[src/rtl/conv_frame_ctrl.sv]
`default_nettype none
// ============================================================================
// Module  : conv_frame_ctrl
// Brief   : Frame sequencer for the 2x2 convolution datapath: raster position
//           tracking, line-buffer write control, window-valid and out_valid.
// Revision: 1.0 - initial release
// ============================================================================
module conv_frame_ctrl #(
  parameter int IMG_W    = 8,
  parameter int IMG_H    = 8,
  parameter int PIPE_LAT = 1,
  parameter int CW       = $clog2(IMG_W),
  parameter int RW       = $clog2(IMG_H)
) (
  input  logic          clk,
  input  logic          rst,
  input  logic          start,
  input  logic          in_valid,
  output logic          in_ready,
  output logic          lb_wr_en,
  output logic [CW-1:0] lb_addr,
  output logic          win_valid,
  output logic          out_valid,
  output logic [RW-1:0] row,
  output logic [CW-1:0] col,
  output logic          busy,
  output logic          done
);

  localparam int WCW = (PIPE_LAT > 1) ? $clog2(PIPE_LAT) : 1;
  localparam logic [CW-1:0]  c_col_last  = CW'(IMG_W - 1);
  localparam logic [RW-1:0]  c_row_last  = RW'(IMG_H - 1);
  localparam logic [WCW-1:0] c_wait_last = WCW'(PIPE_LAT - 1);

  typedef enum logic [1:0] {
    S_IDLE  = 2'd0,
    S_RUN   = 2'd1,
    S_FLUSH = 2'd2,
    S_DONE  = 2'd3
  } state_t;

  state_t            r_state;
  state_t            w_state_nxt;
  logic [CW-1:0]     r_col;
  logic [RW-1:0]     r_row;
  logic [WCW-1:0]    r_wait;
  logic [PIPE_LAT-1:0] r_pipe;
  logic              w_accept;
  logic              w_last_px;
  logic              w_win;

  assign in_ready  = (r_state == S_RUN);
  assign w_accept  = in_valid & in_ready;
  assign w_last_px = (r_row == c_row_last) && (r_col == c_col_last);
  // Column 0 never closes a window, so nothing straddles the row wrap.
  assign w_win     = w_accept & (r_row != '0) & (r_col != '0);

  assign lb_wr_en  = w_accept;
  assign lb_addr   = r_col;
  assign win_valid = w_win;
  assign row       = r_row;
  assign col       = r_col;
  assign busy      = (r_state != S_IDLE);
  assign done      = (r_state == S_DONE);
  assign out_valid = r_pipe[PIPE_LAT-1];

  always_comb begin
    w_state_nxt = r_state;
    case (r_state)
      S_IDLE:  if (start) w_state_nxt = S_RUN;
      S_RUN:   if (w_accept && w_last_px) w_state_nxt = S_FLUSH;
      S_FLUSH: if (r_wait == c_wait_last) w_state_nxt = S_DONE;
      S_DONE:  w_state_nxt = S_IDLE;
      default: w_state_nxt = S_IDLE;
    endcase
  end

  always_ff @(posedge clk or negedge rst) begin
    if (!rst) begin
      r_state <= S_IDLE;
    end else begin
      r_state <= w_state_nxt;
    end
  end

  always_ff @(posedge clk or negedge rst) begin
    if (!rst) begin
      r_row  <= '0;
      r_col  <= '0;
      r_wait <= '0;
    end else begin
      if (r_state == S_IDLE && start) begin
        r_row <= '0;
        r_col <= '0;
      end else if (w_accept) begin
        if (r_col == c_col_last) begin
          r_col <= '0;
          r_row <= w_last_px ? '0 : r_row + 1'b1;
        end else begin
          r_col <= r_col + 1'b1;
        end
      end
      // Counts FLUSH cycles; held at zero elsewhere so each flush starts clean.
      if (r_state == S_FLUSH) begin
        r_wait <= r_wait + 1'b1;
      end else begin
        r_wait <= '0;
      end
    end
  end

  generate
    if (PIPE_LAT == 1) begin : g_pipe_one
      always_ff @(posedge clk or negedge rst) begin
        if (!rst) begin
          r_pipe <= '0;
        end else begin
          r_pipe <= w_win;
        end
      end
    end else begin : g_pipe_multi
      always_ff @(posedge clk or negedge rst) begin
        if (!rst) begin
          r_pipe <= '0;
        end else begin
          r_pipe <= {r_pipe[PIPE_LAT-2:0], w_win};
        end
      end
    end
  endgenerate

endmodule
`default_nettype wire

[config.mk]
export PLATFORM = sky130hd
export DESIGN_NAME = conv_frame_ctrl
export DESIGN_NICKNAME = d
export VERILOG_FILES = /design/src/rtl/conv_frame_ctrl.sv
export SDC_FILE = /design/constraint.sdc
export NUM_CORES = 1
export LEC_CHECK = 0
export ABC_AREA = 0
export ABC_CLOCK_PERIOD_IN_PS = 1500
export BUFFER_PORTS_ARGS = -buffer_cell sky130_fd_sc_hd__buf_2
export CORE_MARGIN = 1
export CORE_UTILIZATION = 43
export CTS_CLUSTER_DIAMETER = 120
export DETAILED_ROUTE_END_ITERATION = 6
export GPL_TIMING_DRIVEN = 0
export PLACE_DENSITY = 0.77
export RECOVER_POWER = 100
export SLEW_MARGIN = 20
export SYNTH_ARGS = -nofsm -noshare
export SYNTH_HDL_FRONTEND = slang
export SYNTH_SLANG_ARGS = --single-unit
[constraint.sdc]
create_clock -name clk -period 1.5 [get_ports clk]
set_input_delay 0.225 -clock clk [delete_from_list [all_inputs] [get_ports clk]]
set_output_delay 0.225 -clock clk [all_outputs]
set_load 0.02 [all_outputs]
# Word-level counts from Yosys, hierarchy flattened
# Cells that the tools add are included.
# Widths: inputs -> output; s select.
dict set report totals {
  register_bits 10
  input_bits 4
}
dict set report classes {
  addsub 3
  n_eq_ne 8
  n_mux 12
  n_bitwise 3
  reduce_logical 11
}
# operator n
set op_table {}
lappend op_table {{$mux 3} 7}
lappend op_table {{$pmux 2 s4} 1}
lappend op_table {{$add 3x1->3 const B} 2}
lappend op_table {{$eq 3x3->1 const B} 2}
lappend op_table {{$mux 2} 3}
lappend op_table {{$reduce_bool 2->1} 3}
lappend op_table {{$reduce_bool 3->1} 2}
lappend op_table {{$eq 2x2->1 const B} 2}
lappend op_table {{$ne 2x2->1 const B} 2}
lappend op_table {{$and 1x1->1} 3}
lappend op_table {{$logic_and 1x1->1} 3}
lappend op_table {{$reduce_and 3->1} 1}
lappend op_table {{$eq 2x1->1 const B} 1}
lappend op_table {{$logic_not 2->1} 1}
lappend op_table {{$ne 2x1->1 const B} 1}
lappend op_table {{$reduce_and 2->1} 1}
lappend op_table {{$add 1x1->1 const B} 1}
lappend op_table {{$mux 1} 1}

# Longest topological paths before layout
# Gate-level depths: netlist (run 1).
dict set report logic_depth {
  ltp_word 6
  ltp_mapped 5
  mapped_depth_nobuf 5
}

# Worst setup path before layout (run 1)
# OpenSTA, ideal clock, no wires.
dict set report synth_path {
  path_kind {reg2out}
  from {register r_state[1]}
  to {output port win_valid}
  arrival_time_ns 1.627
  t_required_ns 1.275
  slack_ns -0.352
  path_stages_with_launch 5
  cell_sequence {dfrtp_1 > inv_1 > ha_1 > nand2_1 > a221oi_1}
}
dict set report synth_via {
  elab_chain_len 4
}
# item line_no
set synth_lines {}
lappend synth_lines {{start, declared} 42} ;# state_t r_state;
lappend synth_lines {{start signal, assigned} 82} ;# r_state <= w_state_nxt;
lappend synth_lines {{$eq 2x1->1} 52} ;# assign in_ready = (r_state == S_RUN);
lappend synth_lines {{net in_ready} 19} ;# output logic in_ready,
lappend synth_lines {{$and 1x1->1} 53} ;# assign w_accept = in_valid & in_ready;
lappend synth_lines {{$and 1x1->1 (2 in series)} 56} ;# assign w_win = w_accept & (r_row != '0) & (r_col != '0);
lappend synth_lines {{end, declared} 22} ;# output logic win_valid,
# The timed path passes the listed nets, and every way through them passes these cells.

# Final worst setup path (run 1)
dict set report layout_path {
  from {register r_row[0], in the netlist row[0]}
  to {output port win_valid}
}
dict set report layout_via {
  elab_chain_len 3
}
# item line_no
set layout_lines {}
lappend layout_lines {{start, declared} 45} ;# logic [RW-1:0] r_row;
lappend layout_lines {{start signal, assigned} 98} ;# r_row <= w_last_px ? '0 : r_row + 1'b1;
lappend layout_lines {{$reduce_bool 3->1} 56}
lappend layout_lines {{$and 1x1->1 (2 in series)} 56}
# No other way between the ends.

==> results of run 1 <==
[sequential cells by signal, summed over array words and instances (netlist names)]
signal / count
col: 3
r_wait: 1
row: 3
r_state: 2
out_valid: 1
[worst min-delay path, cell delays in order]
cell and delay [ns]:
sky130_fd_sc_hd__buf_2 0.15, sky130_fd_sc_hd__nand3_1 0.10, sky130_fd_sc_hd__a21oi_1 0.06
[metal layers]
metal,track usage [%],wire length [um],vias to the layer above
met1,26.9,718,296
met3,6.82,61,4
met4,5.17,27,0
met2,39.8,969,11
li1,-,-,281
met5,0,0,-
[cell type report]
| type | instances | area (um^2) | area share (%) |
|---|---|---|---|
| inverters | 11 | 41.3 | 3.98 |
| flip-flops and latches | 10 | 256 | 24.7 |
| repair buffers | 35 | 239 | 23.0 |
| clock buffers | 4 | 36.3 | 3.50 |
| well taps | 15 | 18.8 | 1.81 |
| plain buffers | 3 | 22.5 | 2.17 |
| multi-input cells | 38 | 423 | 40.8 |
[cells in the mapped netlist, drive strengths merged]
library cell | count | area (um^2)
inv | 11 | 41.3
dfrtp | 10 | 250
ha | 10 | 125
nand2 | 6 | 22.5
nor2 | 5 | 18.8
a21oi | 4 | 23.8
buf | 3 | 22.5
nand3 | 3 | 15.0
mux2i | 2 | 20.0
a221oi | 1 | 8.76
a222oi | 1 | 10.0
a2bb2oi | 1 | 8.76
mux2 | 1 | 11.3
nand4b | 1 | 8.76
nor2b | 1 | 6.26
or3 | 1 | 6.26
or3b | 1 | 8.76
[cells in the final DEF, fill, tap and decap left out, types with 3 or more instances in the layout]
| cell type | netlist | layout |
|---|---|---|
| sky130_fd_sc_hd__buf_2 | 0 | 15 |
| sky130_fd_sc_hd__dfrtp_2 | 0 | 5 |
| sky130_fd_sc_hd__ha_4 | 0 | 6 |
| sky130_fd_sc_hd__ha_2 | 0 | 3 |
| sky130_fd_sc_hd__clkbuf_4 | 0 | 3 |
| sky130_fd_sc_hd__dfrtp_1 | 10 | 5 |
| sky130_fd_sc_hd__nand2_1 | 6 | 5 |
| sky130_fd_sc_hd__a21oi_1 | 3 | 3 |
| sky130_fd_sc_hd__inv_2 | 0 | 5 |
| sky130_fd_sc_hd__nor2_1 | 5 | 4 |
| sky130_fd_sc_hd__buf_6 | 0 | 4 |
| sky130_fd_sc_hd__inv_1 | 11 | 6 |
| sky130_fd_sc_hd__buf_4 | 3 | 17 |
[power by group through the flow]
stage,logic (uW),clock network [uW],registers (uW)
after floorplan,499,0,492
after global placement,703,0,458
after detailed placement,723,0,466
after CTS,957,254,453
after global routing,1190,270,476
final,1090,266,466
[how the worst min path moves through the flow]
stage | startpoint | endpoint | slack [ns] | cells after the start
after floorplan | rst | col[0] | -0.07 | 0
after global placement | rst | row[2] | 0.1 | 1
after detailed placement | rst | out_valid | 0.10 | 1
after CTS | in_valid | col[2] | 0.28 | 3
after global routing | in_valid | col[2] | 0.30 | 3
final | in_valid | col[2] | 0.27 | 3
[timing repair]
action,in CTS,in global routing
gates resized for setup,14,10
hold endpoints to repair,10,0
pin swaps,3,4
hold buffers,1,0
setup endpoints to repair,4,7
setup buffers,10,6
[cell families after synthesis]
group	count (synthesis)
and+or+nand+nor	18
buffers and inverters	14
adders and majority gates	10
DFF	10
AOI/OAI and AO/OA	7
muxes	3
[metrics by stage]
stage          power (uW)  hold WS [ns]  setup TNS, ns  std cells
3_5_place_dp         1190         0.100         -0.285         95
3_3_place_gp         1160        0.0965         -0.172         95
6_report             1820         0.273         -0.265        116
2_1_floorplan         991       -0.0706        -0.0807         62
5_1_grt              1930         0.305         -0.618        116
4_1_cts              1660         0.276         -0.229        110
==> out/summary.log, run 1 <==
[run_status] result of the run finished with violations
[run_status] violated checks negative setup slack
[clock_network] clock tree from TritonCTS yes
[detailed_routing] remaining design rule violation count 0
[floorplan] starting density of the core 46.7%
[placement] final HPWL from detailed placement 911 um
[yosys] post-synthesis cell type count 18
[power] sequential power share 25.6%
[finish] Layout area overhead 70.6%
[yosys] total of warnings raised by yosys 0
[placement] Placed Area 797 um^2
[sta] max frequency 615 MHz
[finish] Design Area, Final 0.00104 mm^2
[critical_path] maximum fanout along the worst path 4
[critical_path] origin of the critical flop-to-flop path row[0]
[critical_path] total stage count of the critical path 4
[critical_path] CP startpoint kind register
[sta] final clock period utilization by the worst path 108%
[critical_path] endpoint required time on the critical path 1.27 ns
[power] part of the total power dissipated in combinational logic 59.8%
[global_routing] largest net degree at the start of global routing 11
[critical_path] data arrival at the endpoint of the critical path 1.40 ns
[clock_network] insertion delay to the later sink of the worst-skew pair 0.29 ns
[sta] final hold violation count 0
[global_routing] gr ovfl total 0
[yosys] Synth Area in Adders 20.6%
[run] # Max-Cap Violations 0
[sta] worst-case clock skew 0.0148 ns
[sta] Worst Max-Slew Pin Slew 0.589 ns
[placement] pre-CTS setup slack -0.143 ns
[sta] clock period minus final worst setup slack 1.63 ns
[placement] count of input and output buffers 18
[yosys] instance count of the mapped netlist 62
[detailed_routing] wirelength, routed 1780 um
[detailed_routing] detail-routed net length per standard cell 15.3 um
[yosys] proportion of synthesized chip area in sequential cells 41.2%
[sta] Max Transition Viols Final 0
[floorplan] Die Footprint 0.00157 mm^2
[critical_path] standard cell with the maximum stage delay on the critical path sky130_fd_sc_hd__dfrtp_2
[clock_network] clock sink count 10
[global_routing] GR Util All Layers 22.8%
[power] switch share 42.9%
[power] static leakage 0.000525 uW
[clock_network] CTS Buffer Depth 2
[finish] number of nets at the end of the flow 116
[critical_path] flop2flop setup slack -0.10 ns
[critical_path] FF-to-FF End r_state[1]
[power] ratio of total power to cell area 1750 mW/mm^2
[yosys] area fraction in compound gates after synthesis 8.44%
[global_routing] first-pass GRT wire length 2280 um
[yosys] net count after synthesis 76
[floorplan] IO Pins 19
[global_routing] number of antenna violations at the first check in global routing 0
[sta] final worst-path setup slack -0.127 ns
[detailed_routing] DR vias/cell 5.10
[floorplan] die height 39.6 um
[clock_network] clock buffer count from CTS 3
[floorplan] core outline area 0.00130 mm^2
[critical_path] capture point of the critical path win_valid
[yosys] share of cell area taken by muxes after synthesis 5.14%
[detailed_routing] count of TritonRoute iterations in the first routing pass 4
[finish] layout filler cell count 83
[critical_path] crit path kind register to output pin
[detailed_routing] Iteration-0 DRC Markers 8
[critical_path] longest individual stage delay on the worst path 0.43 ns
[floorplan] die width 39.6 um
[critical_path] Top delay family on crit path flip-flops
[sta] number of endpoints failing setup at the final stage 4
[power] worst supply voltage drop on vdd 1210 uV
[placement] global placement routability congestion 0.673
[finish] ratio of cells with drive above 1 in the final layout 66.3%
[critical_path] cells on worst reg2reg path 5
[global_routing] vias in the first global route 509
[sta] RSZ-0062 raised after global routing true
[floorplan] FP Rows 13
[clock_network] clock input transition at the sequential cells of the worst setup and hold paths 0.09 ns
[clock_network] CTS root buf sky130_fd_sc_hd__clkbuf_4
[finish] number of diodes added for antenna fixing 0
[power] clock power share 14.6%
[critical_path] category of the worst setup path capture point output pin
[detailed_routing] vias 592
[clock_network] H-tree lvl count 1
[detailed_routing] Detail Route Antenna Nets 0
[yosys] flip-flop and latch count after synthesis 10
[yosys] average size of a mapped cell 9.81 um^2
[yosys] Syn Std Cell Area 608 um^2
[power] internal power 1040 uW
[power] net switching power figure 779 uW
[yosys] main combinational cell family by area after synthesis adder cells
[critical_path] crit path launch row[0]
[yosys] simple-gate share of the synthesized area 14.2%
[critical_path] cell breakdown of the critical path inv_2 > ha_4 > a221oi_4 > buf_6
[sta] headroom to the max-slew limit 60.7%
[finish] share of the core filled with cells 79.7%
[yosys] Synth Area in XOR/XNOR 0%
[critical_path] critical path buffer and inverter count 2
[worst_hold_path] worst hold path type input port to register
No activity file was read; power rests on OpenSTA's default activity.
==> run 2, diff against run 1 <==
--- a/config.mk
+++ b/config.mk
@@ -8,12 +8,14 @@
 export ABC_AREA = 0
 export ABC_CLOCK_PERIOD_IN_PS = 1500
 export BUFFER_PORTS_ARGS = -buffer_cell sky130_fd_sc_hd__buf_2
+export CELL_PAD_IN_SITES_DETAIL_PLACEMENT = 1
+export CELL_PAD_IN_SITES_GLOBAL_PLACEMENT = 1
 export CORE_MARGIN = 1
-export CORE_UTILIZATION = 43
+export CORE_UTILIZATION = 32
 export CTS_CLUSTER_DIAMETER = 120
 export DETAILED_ROUTE_END_ITERATION = 6
 export GPL_TIMING_DRIVEN = 0
-export PLACE_DENSITY = 0.77
+export PLACE_DENSITY = 0.76
 export RECOVER_POWER = 100
 export SLEW_MARGIN = 20
 export SYNTH_ARGS = -nofsm -noshare
==> run 2 against run 1 <==
Effect of this change:
- the run still ends with negative setup slack left
- sequential cell count unchanged
- largest power group unchanged
- register-to-register slack got worse by 0.099 ns
- cell count is 7.8% higher
- critical path depth increased by 1
- die area is 33% higher
- wire length rose by 19%
- critical endpoint is now r_state[1]
- non-clock buffer count fell by 1
- core utilization down 19 points
- highest routed layer unchanged
- power increased by 3.9%
- critical path type is now register to register
- sequential share of layout area fell by 0.59 points
==> out/summary.log, run 2 (synthesis results as in run 1) <==
[run_status] result of the run finished with violations
[run_status] violated checks negative setup slack
[critical_path] critical path buffer and inverter count 0
[critical_path] CP startpoint kind register
[floorplan] die height 45.6 um
[critical_path] Top delay family on crit path flip-flops
[global_routing] gr ovfl total 0
[clock_network] H-tree lvl count 1
[global_routing] largest net degree at the start of global routing 11
[sta] worst-case hold slack 0.315 ns
[sta] Total Neg Setup Slack -0.770 ns
[finish] number of diodes added for antenna fixing 0
[floorplan] Die Footprint 0.00208 mm^2
[critical_path] dominant cell type by count on the critical path sky130_fd_sc_hd__ha_4
[detailed_routing] remaining design rule violation count 0
[sta] worst-case clock skew 0.00436 ns
[critical_path] endpoint required time on the critical path 1.67 ns
[global_routing] first-pass GRT wire length 2970 um
[floorplan] IO Pins 19
[finish] most common cell after layout, fill and taps aside sky130_fd_sc_hd__buf_4
[critical_path] longest individual stage delay on the worst path 0.42 ns
[power] ratio of total power to cell area 1790 mW/mm^2
[sta] Worst Max-Slew Pin Slew 0.610 ns
[finish] most frequent cells in the layout sky130_fd_sc_hd__buf_4 (18), sky130_fd_sc_hd__buf_2 (12), sky130_fd_sc_hd__ha_4 (7)
[worst_hold_path] worst hold path type input port to register
[placement] Placed Area 810 um^2
[sta] Max Transition Viols Final 0
[critical_path] category of the worst setup path capture point register
[finish] number of nets at the end of the flow 115
[detailed_routing] vias 584
[sta] final worst-path setup slack -0.199 ns
[finish] ratio of cells with drive above 1 in the final layout 63.0%
[run] # Max-Cap Violations 0
[critical_path] data arrival at the endpoint of the critical path 1.87 ns
[detailed_routing] DR vias/cell 4.67
[clock_network] clock sink count 10
[power] static leakage 0.000515 uW
[sta] clock period minus final worst setup slack 1.70 ns
[critical_path] maximum fanout along the worst path 3
[detailed_routing] wirelength, routed 2120 um
[floorplan] die width 45.6 um
[clock_network] clock tree from TritonCTS yes
[finish] final std cells w/o fill 125
[global_routing] GR Util All Layers 21.2%
[floorplan] FP Rows 15
[sta] headroom to the max-slew limit 59.3%
[critical_path] standard cell with the maximum stage delay on the critical path sky130_fd_sc_hd__dfrtp_2
[floorplan] starting density of the core 34.8%
[detailed_routing] count of TritonRoute iterations in the first routing pass 4
[placement] count of input and output buffers 18
[clock_network] insertion delay to the later sink of the worst-skew pair 0.27 ns
[clock_network] clock buffer count from CTS 3
[placement] final HPWL from detailed placement 1100 um
[critical_path] crit path kind register to register
[global_routing] number of antenna violations at the first check in global routing 0
[global_routing] vias in the first global route 616
[placement] instance count after placement with tap cells included 105
[placement] pre-CTS setup slack -0.147 ns
[finish] Layout area overhead 73.9%
[clock_network] CTS root buf sky130_fd_sc_hd__clkbuf_4
[sta] final hold violation count 0
[detailed_routing] detail-routed net length per standard cell 17.0 um
[placement] global placement routability congestion 0.719
[clock_network] clock input transition at the sequential cells of the worst setup and hold paths 0.09 ns
[finish] layout filler cell count 199
[power] worst supply voltage drop on vdd 976 uV
[floorplan] core outline area 0.00175 mm^2
[clock_network] CTS Buffer Depth 2
[critical_path] cell breakdown of the critical path ha_4 > ha_4 > nand3_4 > a222oi_1 > mux2_1
[detailed_routing] Iteration-0 DRC Markers 7
[detailed_routing] Detail Route Antenna Nets 0
[sta] number of endpoints failing setup at the final stage 6
[sta] final clock period utilization by the worst path 113%
[finish] Design Area, Final 0.00106 mm^2
[sta] RSZ-0062 raised after global routing true
[sta] max frequency 588 MHz
## run 2: power by group
group / internal (uW) / switching (uW)
Combinational: 568 / 592
Sequential: 356 / 105
Clock: 147 / 120
## run 2: layer usage
| metal | part of all wire (%) | wire (um) | up-vias | global-route usage, % |
|---|---|---|---|---|
| li1 | - | - | 278 | - |
| met1 | 41 | 864 | 292 | 24.4 |
| met2 | 56 | 1190 | 12 | 38.9 |
| met3 | 2.4 | 51 | 2 | 2.38 |
| met4 | 0.90 | 19 | 0 | 9.09 |
| met5 | 0 | 0 | - | 0 |
## run 2: timing repair
| item | CTS | global route |
|---|---|---|
| hold buffers | 1 | 0 |
| pin swaps | 5 | 2 |
| resized for setup | 14 | 12 |
| hold endpoints to repair | 10 | 0 |
| endpoints found under the setup margin | 5 | 11 |
| buffers inserted | 12 | 3 |
| cloned | 0 | 0 |
## run 2: path summary, 6_finish.rpt
check	startpoint	endpoint	slack, ns	cells after the start
worst max-delay path	col[1]	r_state[1]	-0.20	5
worst min-delay path	in_valid	col[1]	0.32	3
worst max register to register	col[1]	r_state[1]	-0.20	5
worst min register to register	r_wait	r_wait	0.47	1
max in group asynchronous	rst	col[0]	0.60	2
min in group asynchronous	rst	row[2]	0.47	2
## run 2: worst register-to-register path: stages (launching register included)
cell,delay [ns]
sky130_fd_sc_hd__dfrtp_2,0.42
sky130_fd_sc_hd__ha_4,0.16
sky130_fd_sc_hd__ha_4,0.15
sky130_fd_sc_hd__nand3_4,0.09
sky130_fd_sc_hd__a222oi_1,0.41
sky130_fd_sc_hd__mux2_1,0.36
## run 2: metrics by stage
stage | utilization (%) | power, uW
final | 60.6 | 1890
after global routing | 60.6 | 2020
after CTS | 57.1 | 1730
after detailed placement | 46.4 | 1210
after global placement | 46.4 | 1170
after floorplan | - | 991
## run 2: final cells by class
type                    count  area [um^2]  share of cell area [%]
repair buffers             34          235                    22.2
inverters                  11         41.3                    3.91
well taps                  25         31.3                    2.96
flip-flops and latches     10          255                    24.1
plain buffers               3         22.5                    2.13
clock buffers               4         36.3                    3.43
multi-input cells          38          435                    41.2
==> run 3, diff against run 2 <==
--- a/config.mk
+++ b/config.mk
@@ -8,6 +8,7 @@
 export ABC_AREA = 0
 export ABC_CLOCK_PERIOD_IN_PS = 1500
 export BUFFER_PORTS_ARGS = -buffer_cell sky130_fd_sc_hd__buf_2
+export CAP_MARGIN = 5
 export CELL_PAD_IN_SITES_DETAIL_PLACEMENT = 1
 export CELL_PAD_IN_SITES_GLOBAL_PLACEMENT = 1
 export CORE_MARGIN = 1
@@ -16,7 +17,6 @@
 export DETAILED_ROUTE_END_ITERATION = 6
 export GPL_TIMING_DRIVEN = 0
 export PLACE_DENSITY = 0.76
-export RECOVER_POWER = 100
 export SLEW_MARGIN = 20
 export SYNTH_ARGS = -nofsm -noshare
 export SYNTH_HDL_FRONTEND = slang
==> run 3 against run 2 <==
Effect of this change:
- wire length is 1.1% higher
- register-to-register slack barely moved
- via count is 2.4% higher
- non-clock buffer count unchanged
- combinational power about the same
- core utilization is 0.14 points higher
- maximum frequency about the same
- the run still ends with negative setup slack left
- largest power group unchanged
- largest cell class unchanged
- clock-buffer cell count unchanged
==> out/summary.log, run 3 (synthesis results as in run 1) <==
[finish] number of diodes added for antenna fixing 0
[floorplan] IO Pins 19
[finish] Design Area, Final 0.00106 mm^2
[critical_path] cells on worst reg2reg path 5
[critical_path] longest individual stage delay on the worst path 0.42 ns
[placement] Placed Area 810 um^2
[detailed_routing] wirelength, routed 2150 um
[sta] Worst Max-Slew Pin Slew 0.470 ns
[critical_path] standard cell with the maximum stage delay on the critical path sky130_fd_sc_hd__dfrtp_2
[sta] Max Transition Viols Final 0
[clock_network] insertion delay to the later sink of the worst-skew pair 0.28 ns
[detailed_routing] Iteration-0 DRC Markers 8
[finish] number of nets at the end of the flow 115
[critical_path] dominant cell type by count on the critical path sky130_fd_sc_hd__ha_4
[placement] global placement routability congestion 0.719
[clock_network] clock tree from TritonCTS yes
[clock_network] clock sink count 10
[run_status] violated checks negative setup slack
[global_routing] GR Util All Layers 21.2%
[detailed_routing] DR vias/cell 4.78
[power] static leakage 0.000522 uW
[floorplan] die width 45.6 um
[run] # Max-Cap Violations 0
[detailed_routing] detail-routed net length per standard cell 17.2 um
[sta] max frequency 588 MHz
[sta] worst-case hold slack 0.309 ns
[sta] final clock period utilization by the worst path 113%
[finish] ratio of cells with drive above 1 in the final layout 65.0%
[global_routing] vias in the first global route 616
[placement] final HPWL from detailed placement 1100 um
[critical_path] capture point of the critical path r_state[1]
[critical_path] crit path kind register to register
[critical_path] maximum fanout along the worst path 3
[clock_network] CTS root buf sky130_fd_sc_hd__clkbuf_4
[sta] number of endpoints failing setup at the final stage 6
[finish] layout filler cell count 203
[critical_path] flop2flop setup slack -0.20 ns
[floorplan] starting density of the core 34.8%
[run_status] result of the run finished with violations
[global_routing] first-pass GRT wire length 2970 um
[finish] most common cell after layout, fill and taps aside sky130_fd_sc_hd__buf_4
[global_routing] largest net degree at the start of global routing 11
[placement] count of input and output buffers 18
[clock_network] H-tree lvl count 1
[floorplan] FP Rows 15
[sta] clock period minus final worst setup slack 1.70 ns
[placement] pre-CTS setup slack -0.147 ns
[floorplan] Die Footprint 0.00208 mm^2
[critical_path] crit path launch col[1]
[critical_path] data arrival at the endpoint of the critical path 1.87 ns
[critical_path] endpoint required time on the critical path 1.67 ns
[critical_path] category of the worst setup path capture point register
[sta] RSZ-0062 raised after global routing true
[detailed_routing] Detail Route Antenna Nets 0
[floorplan] die height 45.6 um
[clock_network] clock buffer count from CTS 3
[global_routing] number of antenna violations at the first check in global routing 0
[sta] headroom to the max-slew limit 68.7%
[sta] final worst-path setup slack -0.200 ns
[clock_network] CTS Buffer Depth 2
[power] worst supply voltage drop on vdd 989 uV
[finish] share of the core filled with cells 60.7%
[finish] most frequent cells in the layout sky130_fd_sc_hd__buf_4 (18), sky130_fd_sc_hd__buf_2 (14), sky130_fd_sc_hd__ha_4 (7)
[critical_path] CP startpoint kind register
[detailed_routing] vias 598
[sta] final hold violation count 0
[finish] Layout area overhead 74.3%
[critical_path] origin of the critical flop-to-flop path col[1]
[sta] worst-case clock skew 0.00383 ns
[floorplan] core outline area 0.00175 mm^2
[global_routing] gr ovfl total 0
[critical_path] cell breakdown of the critical path ha_4 > ha_4 > nand3_4 > a222oi_1 > mux2_1
[detailed_routing] count of TritonRoute iterations in the first routing pass 4
[clock_network] clock input transition at the sequential cells of the worst setup and hold paths 0.09 ns
[worst_hold_path] worst hold path type input port to register
[critical_path] FF-to-FF End r_state[1]
[detailed_routing] remaining design rule violation count 0
[power] ratio of total power to cell area 1790 mW/mm^2
-- run 3: routing by layer --
metal | GRT usage, % | part of all wire (%) | vias to the layer above
li1 | - | - | 279
met2 | 38.9 | 55 | 13
met1 | 24.4 | 41 | 301
met4 | 9.09 | 1.4 | 0
met5 | 0 | 0 | -
met3 | 2.38 | 2.2 | 5
-- run 3: worst max-delay path: cells and delay by family (launching register included) --
kind / cells / cell delay, ns
DFF: 1 / 0.42
AOI/OAI and AO/OA: 1 / 0.41
muxes: 1 / 0.36
adders and majority gates: 2 / 0.31
and+or+nand+nor: 1 / 0.09
-- run 3: timing repair --
action / in CTS / in global routing
pin swaps: 5 / 2
hold buffers: 1 / 0
endpoints found under the setup margin: 5 / 11
gates resized for setup: 14 / 12
setup buffers: 12 / 3
hold endpoints to repair: 10 / 0
gates cloned: 0 / 0
-- run 3: through the flow --
stage / setup TNS [ns] / total power (uW) / instances
global placement: -0.240 / 1170 / 105
CTS: -0.249 / 1730 / 122
detailed placement: -0.356 / 1210 / 105
finish: -0.809 / 1900 / 125
floorplan: -0.0807 / 991 / 62
global route: -1.24 / 2020 / 125
-- run 3: how the worst min path moves through the flow --
stage,start,end,depth (start not counted)
6_report,in_valid,col[1],3
3_3_place_gp,rst,row[2],1
4_1_cts,in_valid,col[2],3
3_5_place_dp,rst,row[2],1
2_1_floorplan,rst,col[0],0
5_1_grt,in_valid,col[1],3
-- run 3: cell type report --
type | count | area, um^2 | share of cell area, %
Multi-Input combinational cell | 38 | 435 | 41.1
Sequential cell | 10 | 255 | 24.1
Timing Repair Buffer | 34 | 238 | 22.4
Inverter | 11 | 41.3 | 3.90
Clock buffer | 4 | 36.3 | 3.42
Tap cell | 25 | 31.3 | 2.95
Buffer | 3 | 22.5 | 2.13
-- run 3: report_power, final --
part | internal (uW) | leakage (uW) | switching [uW] | total [uW]
Combinational | 569 | 0.000375 | 594 | 1160
Sequential | 356 | 0.000126 | 106 | 462
Clock | 148 | 0.0000210 | 124 | 272
